$ cat src/rtl/frame_scan_reader.sv
// Port-B frame reader: sweeps FRAME_W x FRAME_H pixels from ROM or RAM and streams them out in raster order.
// Optional FRAME_SCAN_CHECKSUM_EN adds a running modulo-2^24 pixel checksum output.
module frame_scan_reader #(
    parameter int FRAME_W      = 300,
    parameter int FRAME_H      = 300,
    parameter int ROM_BASE     = 0,
    parameter int RAM_BASE     = 90300,
    parameter int READ_LATENCY = 2,
    parameter int FIFO_DEPTH   = 4
) (
    input  logic        clk,
    input  logic        rst,
    input  logic        start,
    input  logic        src_sel,
    output logic [17:0] address_b,
    input  logic [23:0] read_data_b,
    output logic [23:0] pix_data,
    output logic        pix_valid,
    input  logic        pix_ready,
    output logic [8:0]  pix_x,
    output logic [8:0]  pix_y,
    output logic        pix_last,
    output logic        busy,
    output logic        frame_done
`ifdef FRAME_SCAN_CHECKSUM_EN
    ,
    output logic [23:0] checksum
`endif
);

    localparam int NPIX  = FRAME_W * FRAME_H;
    localparam int CNT_W = $clog2(FIFO_DEPTH + 1);
    localparam int PTR_W = $clog2(FIFO_DEPTH);
    localparam logic [17:0] ROM_A = 18'(ROM_BASE);
    localparam logic [17:0] RAM_A = 18'(RAM_BASE);

    typedef enum logic [1:0] {IDLE, SCAN, DRAIN} state_t;

    state_t              state;
    logic [17:0]         base_r;
    logic [16:0]         issue_count;
    logic [READ_LATENCY:0] vld_p;
    logic [23:0]         fifo_mem [FIFO_DEPTH];
    logic [PTR_W-1:0]    wr_ptr;
    logic [PTR_W-1:0]    rd_ptr;
    logic [CNT_W-1:0]    fifo_count;
    logic                pop;
    logic                push;
    logic                start_acc;
    logic                issue;
    logic                issue_now;
    int                  occupancy;

    function automatic int count_tokens(input logic [READ_LATENCY:0] v);
        int c;
        c = 0;
        for (int i = 0; i <= READ_LATENCY; i++)
            if (v[i]) c++;
        return c;
    endfunction

    function automatic logic [PTR_W-1:0] next_ptr(input logic [PTR_W-1:0] p);
        return (p == PTR_W'(FIFO_DEPTH - 1)) ? '0 : p + 1'b1;
    endfunction

    assign pix_valid = (fifo_count != '0);
    assign pix_data  = pix_valid ? fifo_mem[rd_ptr] : '0;
    assign pix_last  = pix_valid && (pix_x == 9'(FRAME_W - 1)) && (pix_y == 9'(FRAME_H - 1));
    assign pop       = pix_valid & pix_ready;
    // The token leaving the last stage lines up with the memory's registered output.
    assign push      = vld_p[READ_LATENCY];

    // A pop this cycle frees a slot, which keeps a full-rate stream free of bubbles.
    always_comb begin
        occupancy = count_tokens(vld_p) + int'(fifo_count) - (pop ? 1 : 0);
        start_acc = (state == IDLE) && start && !busy;
        issue     = (state == SCAN) && (occupancy < FIFO_DEPTH);
        issue_now = issue | start_acc;
    end

    always_ff @(posedge clk) begin
        if (push) fifo_mem[wr_ptr] <= read_data_b;
    end

    always_ff @(posedge clk or posedge rst) begin
        if (rst) begin
            state       <= IDLE;
            base_r      <= '0;
            issue_count <= '0;
            vld_p       <= '0;
            wr_ptr      <= '0;
            rd_ptr      <= '0;
            fifo_count  <= '0;
            address_b   <= '0;
            pix_x       <= '0;
            pix_y       <= '0;
            busy        <= 1'b0;
            frame_done  <= 1'b0;
`ifdef FRAME_SCAN_CHECKSUM_EN
            checksum    <= '0;
`endif
        end else begin
            frame_done <= 1'b0;
            if (frame_done) busy <= 1'b0;
            vld_p      <= {vld_p[READ_LATENCY-1:0], issue_now};
            fifo_count <= fifo_count + CNT_W'(push) - CNT_W'(pop);
            if (push) wr_ptr <= next_ptr(wr_ptr);
            if (pop) begin
                rd_ptr <= next_ptr(rd_ptr);
                if (pix_x == 9'(FRAME_W - 1)) begin
                    pix_x <= '0;
                    pix_y <= (pix_y == 9'(FRAME_H - 1)) ? '0 : pix_y + 1'b1;
                end else begin
                    pix_x <= pix_x + 1'b1;
                end
            end
`ifdef FRAME_SCAN_CHECKSUM_EN
            if (start_acc)  checksum <= '0;
            else if (pop)   checksum <= checksum + pix_data;
`endif
            case (state)
                IDLE: begin
                    if (start_acc) begin
                        base_r      <= src_sel ? RAM_A : ROM_A;
                        address_b   <= src_sel ? RAM_A : ROM_A;
                        issue_count <= 17'd1;
                        busy        <= 1'b1;
                        pix_x       <= '0;
                        pix_y       <= '0;
                        state       <= (NPIX == 1) ? DRAIN : SCAN;
                    end
                end
                SCAN: begin
                    if (issue) begin
                        address_b   <= base_r + {1'b0, issue_count};
                        issue_count <= issue_count + 1'b1;
                        if (issue_count == 17'(NPIX - 1)) state <= DRAIN;
                    end
                end
                DRAIN: begin
                    if (pop && pix_last) begin
                        state      <= IDLE;
                        frame_done <= 1'b1;
                    end
                end
                default: state <= IDLE;
            endcase
        end
    end

endmodule
$ cat config.mk
export PLATFORM = sky130hd
export DESIGN_NAME = frame_scan_reader
export DESIGN_NICKNAME = d
export VERILOG_FILES = /design/src/rtl/frame_scan_reader.sv
export SDC_FILE = /design/constraint.sdc
export NUM_CORES = 1
export LEC_CHECK = 0
export BUFFER_PORTS_ARGS = -buffer_cell sky130_fd_sc_hd__buf_2
export CORE_ASPECT_RATIO = 2
export CORE_UTILIZATION = 58
export DETAILED_ROUTE_END_ITERATION = 6
export GPL_TIMING_DRIVEN = 0
export PLACE_DENSITY = 0.87
export SLEW_MARGIN = 10
export SYNTH_ARGS = -nofsm -noshare
export SYNTH_HDL_FRONTEND = slang
export SYNTH_SLANG_ARGS = --single-unit
export TNS_END_PERCENT = 100
$ cat constraint.sdc
create_clock -name clk -period 4.3 [get_ports clk]
set_input_delay 0.86 -clock clk [delete_from_list [all_inputs] [get_ports clk]]
set_output_delay 0.86 -clock clk [all_outputs]
set_load 0.02 [all_outputs]
==> summary.md <==
| Metric | Value |
|---|---|
| Status | `finished, final reports clean` |
| Final setup violation count | `0` |
| Synthesized cell area | `~0.0074 mm²` |
| CTS buffer count | `17` |
| Vias post-DR | `4928` |
| Clock sinks | `164` |
| Initial antenna violation count | `0` |
| Net Count, Synth | `608` |
| Max IR drop VDD | `around 0.46 mV` |
| Max_cap viols | `0` |
| DRT Pass-1 Iters | `5` |
| Min cycle time layout | `approximately 4000 ps` |
| Detail Route Antenna Nets | `0` |
| CTS H-tree depth | `4` |
| Async S/R FF share, synth | `41.46%` |
| Max transition margin | `16.59%` |
| Largest net degree at the start of global routing | `69` |
| Total power | `4.458 mW` |
| Final Cycle Share | `92.88%` |
| FF+latch count, synth | `164` |
| CP Class | `register to register` |
| Reg2reg setup slack | `between 300 and 400 ps` |
| Worst-Margin Slew | `1251 ps` |
| Final Instance Area | `a little under 0.009 mm²` |
| Synth Warn # | `0` |
| DR WL/cell | `19.40 µm` |
| FMAX | `250.4 MHz` |
| Row count | `58` |
| Leakage | `3.594 nW` |
| EDFF count, synth | `96` |
| Clock Latency Late Sink | `420 ps` |
| Synth top area cells | `edfxtp_1 (39%), dfrtp_1 (23%), mux4_2 (7.3%)` |
| Vert. Die Dim | `161.8 µm` |
| Hold Crit Class | `register to register` |
| Via count of the first global-routing pass | `5164` |
| First-pass GRT wire length | `between 20000 and 25000 µm` |
| Total GRT Usage | `~26%` |
| Die area | `0.01325 mm²` |
| Area growth syn-to-layout | `16.88%` |
| Initial core utilization | `59.31%` |
| Post-CTS setup buffers | `0` |
| PortBufs | `92` |
| Core Area | `0.01248 mm²` |
| Clock root buffer | `clkbuf_16` |
| Placed Area | `0.008054 mm²` |
| Nets@finish | `719` |
| Residual DRC count | `0` |
| Post-synth top area share | `38.94%` |
| Primary FF master, synth | `edfxtp_1` |
| Via density | `5.973` |
| Clk_skew | `11.12 ps` |
| Final core occ | `69.33%` |
| CTS tree | `built` |
| Critical Path AT | `4290 ps` |
| Crit Path Max Fanout | `10` |
| DP HPWL | `11360 µm` |
| Clock-pin slew on the worst setup and hold paths | `70 ps` |
| Post-synth cell types | `48` |
| Final number of hold-violating endpoints | `0` |
| Total I/O pin count | `93` |
| Layout cells sized above 1 | `24.30%` |
| FILL cells | `852` |
| Final Max Slew Viols | `0` |
| Area leader, netlist | `edfxtp_1` |
| CP required | `4590 ps` |
| Critical Path Sink Type | `register` |
| Syn Area/Cell | `13.44 µm²` |
| Initial DRC count | `~250` |
| Overflow after GRT | `0` |
| RSZ-0062 raised after global routing | `false` |
| Clk buf depth | `2` |
| Die Width | `81.89 µm` |
| CP Launch Type | `register` |
| Seq/Total Area, Yosys | `61.92%` |
| GPL Wtd Cong | `0.9032` |
| Routed WL | `16010 µm` |
| ANT cells | `0` |
| Cells after synthesis | `551` |
| Power density cells | `roughly 520 mW/mm²` |
## cells by family (layout without fill, tap and decap cells)
family | count (synthesis) | after routing | synth area share [%]
buf+inv | 49 | 173 | 2.535
xor+xnor | 36 | 36 | 4.259
fa+ha+maj | 28 | 28 | 4.935
mux | 28 | 28 | 7.842
simple gates | 168 | 168 | 11.95
flops | 164 | 164 | 61.92
compound gates | 78 | 78 | 6.558
## report_power, final
group | total, mW | switching (mW) | leakage [nW] | internal [mW]
registers | 1.80 | 0.0769 | 1.79 | 1.72
logic | 1.19 | 0.685 | 1.52 | 0.507
clock network | 1.47 | 0.692 | 0.289 | 0.777
## through the flow
stage / std cells / setup TNS (ps) / hold WS, ps / setup slack, ps
2_1_floorplan: 551 / 0 / 377.5 / 739.9
3_5_place_dp: 793 / -2981 / 391.4 / -195.7
5_1_grt: 825 / 0 / 425.4 / 84.80
4_1_cts: 825 / 0 / 405.5 / 48.51
6_report: 825 / 0 / 404.9 / 306.1
3_3_place_gp: 793 / 0 / 385.7 / 49.52
## Yosys cell counts (2+ instances only)
cell and n:
dfrtp_1 68, o31ai_1 2, nand3_1 17, xor2_1 22, nor2_1 36, or2_2 2, o211ai_1 5, mux2i_1 4
and3_1 12, inv_1 28, buf_2 3, ha_1 26, nand4_1 10, and2_1 5, or4bb_1 2, o21ai_1 6
o21bai_1 2, nor2b_1 30, a221o_1 2, fa_1 2, a21o_1 3, or3_1 6, nor3_1 6, o2111ai_1 2
nand2b_1 3, xnor2_1 14, a21oi_1 20, edfxtp_1 96, mux4_2 24, clkbuf_1 18, nand2_1 32, o21ai_0 27
## worst max-delay path: stages, from the launching register on
cell and delay [ps]:
dfrtp_1 490, o31ai_4 530, inv_1 270, ha_1 270
inv_1 50, ha_1 210, and3b_1 200, o21ai_1 310
nor2b_1 190, ha_1 220, nand2_1 60, nand2_1 320
nor2_1 150, clkbuf_1 290, a21oi_1 220, o21ai_0 100
## timing repair
action,CTS,global route
hold buffers,0,0
setup endpoints to repair,22,22
gates resized for setup,1,5
pin swaps,0,0
## flip-flops by register name, indices dropped and copies added (netlist names)
| register | count |
|---|---|
| pix_x | 9 |
| busy | 1 |
| fifo_mem | 96 |
| address_b | 18 |
| vld_p | 3 |
| issue_count | 17 |
| fifo_count | 3 |
| base_r | 1 |
| state | 2 |
| rd_ptr | 2 |
| pix_y | 9 |
| frame_done | 1 |
| wr_ptr | 2 |
## layer usage
layer	share of wire, %	up-vias	GRT usage [%]
li1	-	2224	-
met1	34	2475	26.11
met2	58	187	47.56
met3	4.7	42	5.281
met4	3.1	0	12.28
met5	0	-	0
## final timing paths
kind,from,end,cells past startpoint
worst max-delay path,fifo_count[1]$_DFF_PP0_,address_b[16]$_DFFE_PP0P_,15
worst min-delay path,vld_p[0]$_DFF_PP0_,vld_p[1]$_DFF_PP0_,0
worst max register to register,fifo_count[1]$_DFF_PP0_,address_b[16]$_DFFE_PP0P_,15
worst min register to register,vld_p[0]$_DFF_PP0_,vld_p[1]$_DFF_PP0_,0
max in group asynchronous,rst,issue_count[5]$_DFFE_PP0P_,2
min in group asynchronous,rst,address_b[8]$_DFFE_PP0P_,2
## cell usage in the layout (no fill, tap or decap), drive strengths merged, types with 6 or more instances in the layout
master,n
ha,26
nor2,36
mux4,24
and3,12
clkinv,7
nor2b,30
dfrtp,68
nand2,32
o21ai,34
buf,95
xor2,22
nor3,7
inv,36
xnor2,14
a21oi,22
edfxtp,96
clkbuf,35
nand3,17
nand4,10
or3,6
## layout make-up
type	count	area [µm²]	area share, %
Tap cell	150	187.7	2.169
Inverter	28	107.6	1.243
Clock inverter	15	160.2	1.851
Sequential cell	164	4584	52.98
Buffer	21	85.08	0.9832
Multi-Input combinational cell	338	2643	30.54
Clock buffer	17	425.4	4.916
Timing Repair Buffer	92	460.4	5.321
Note: power is estimated with default switching activity, not from simulation.
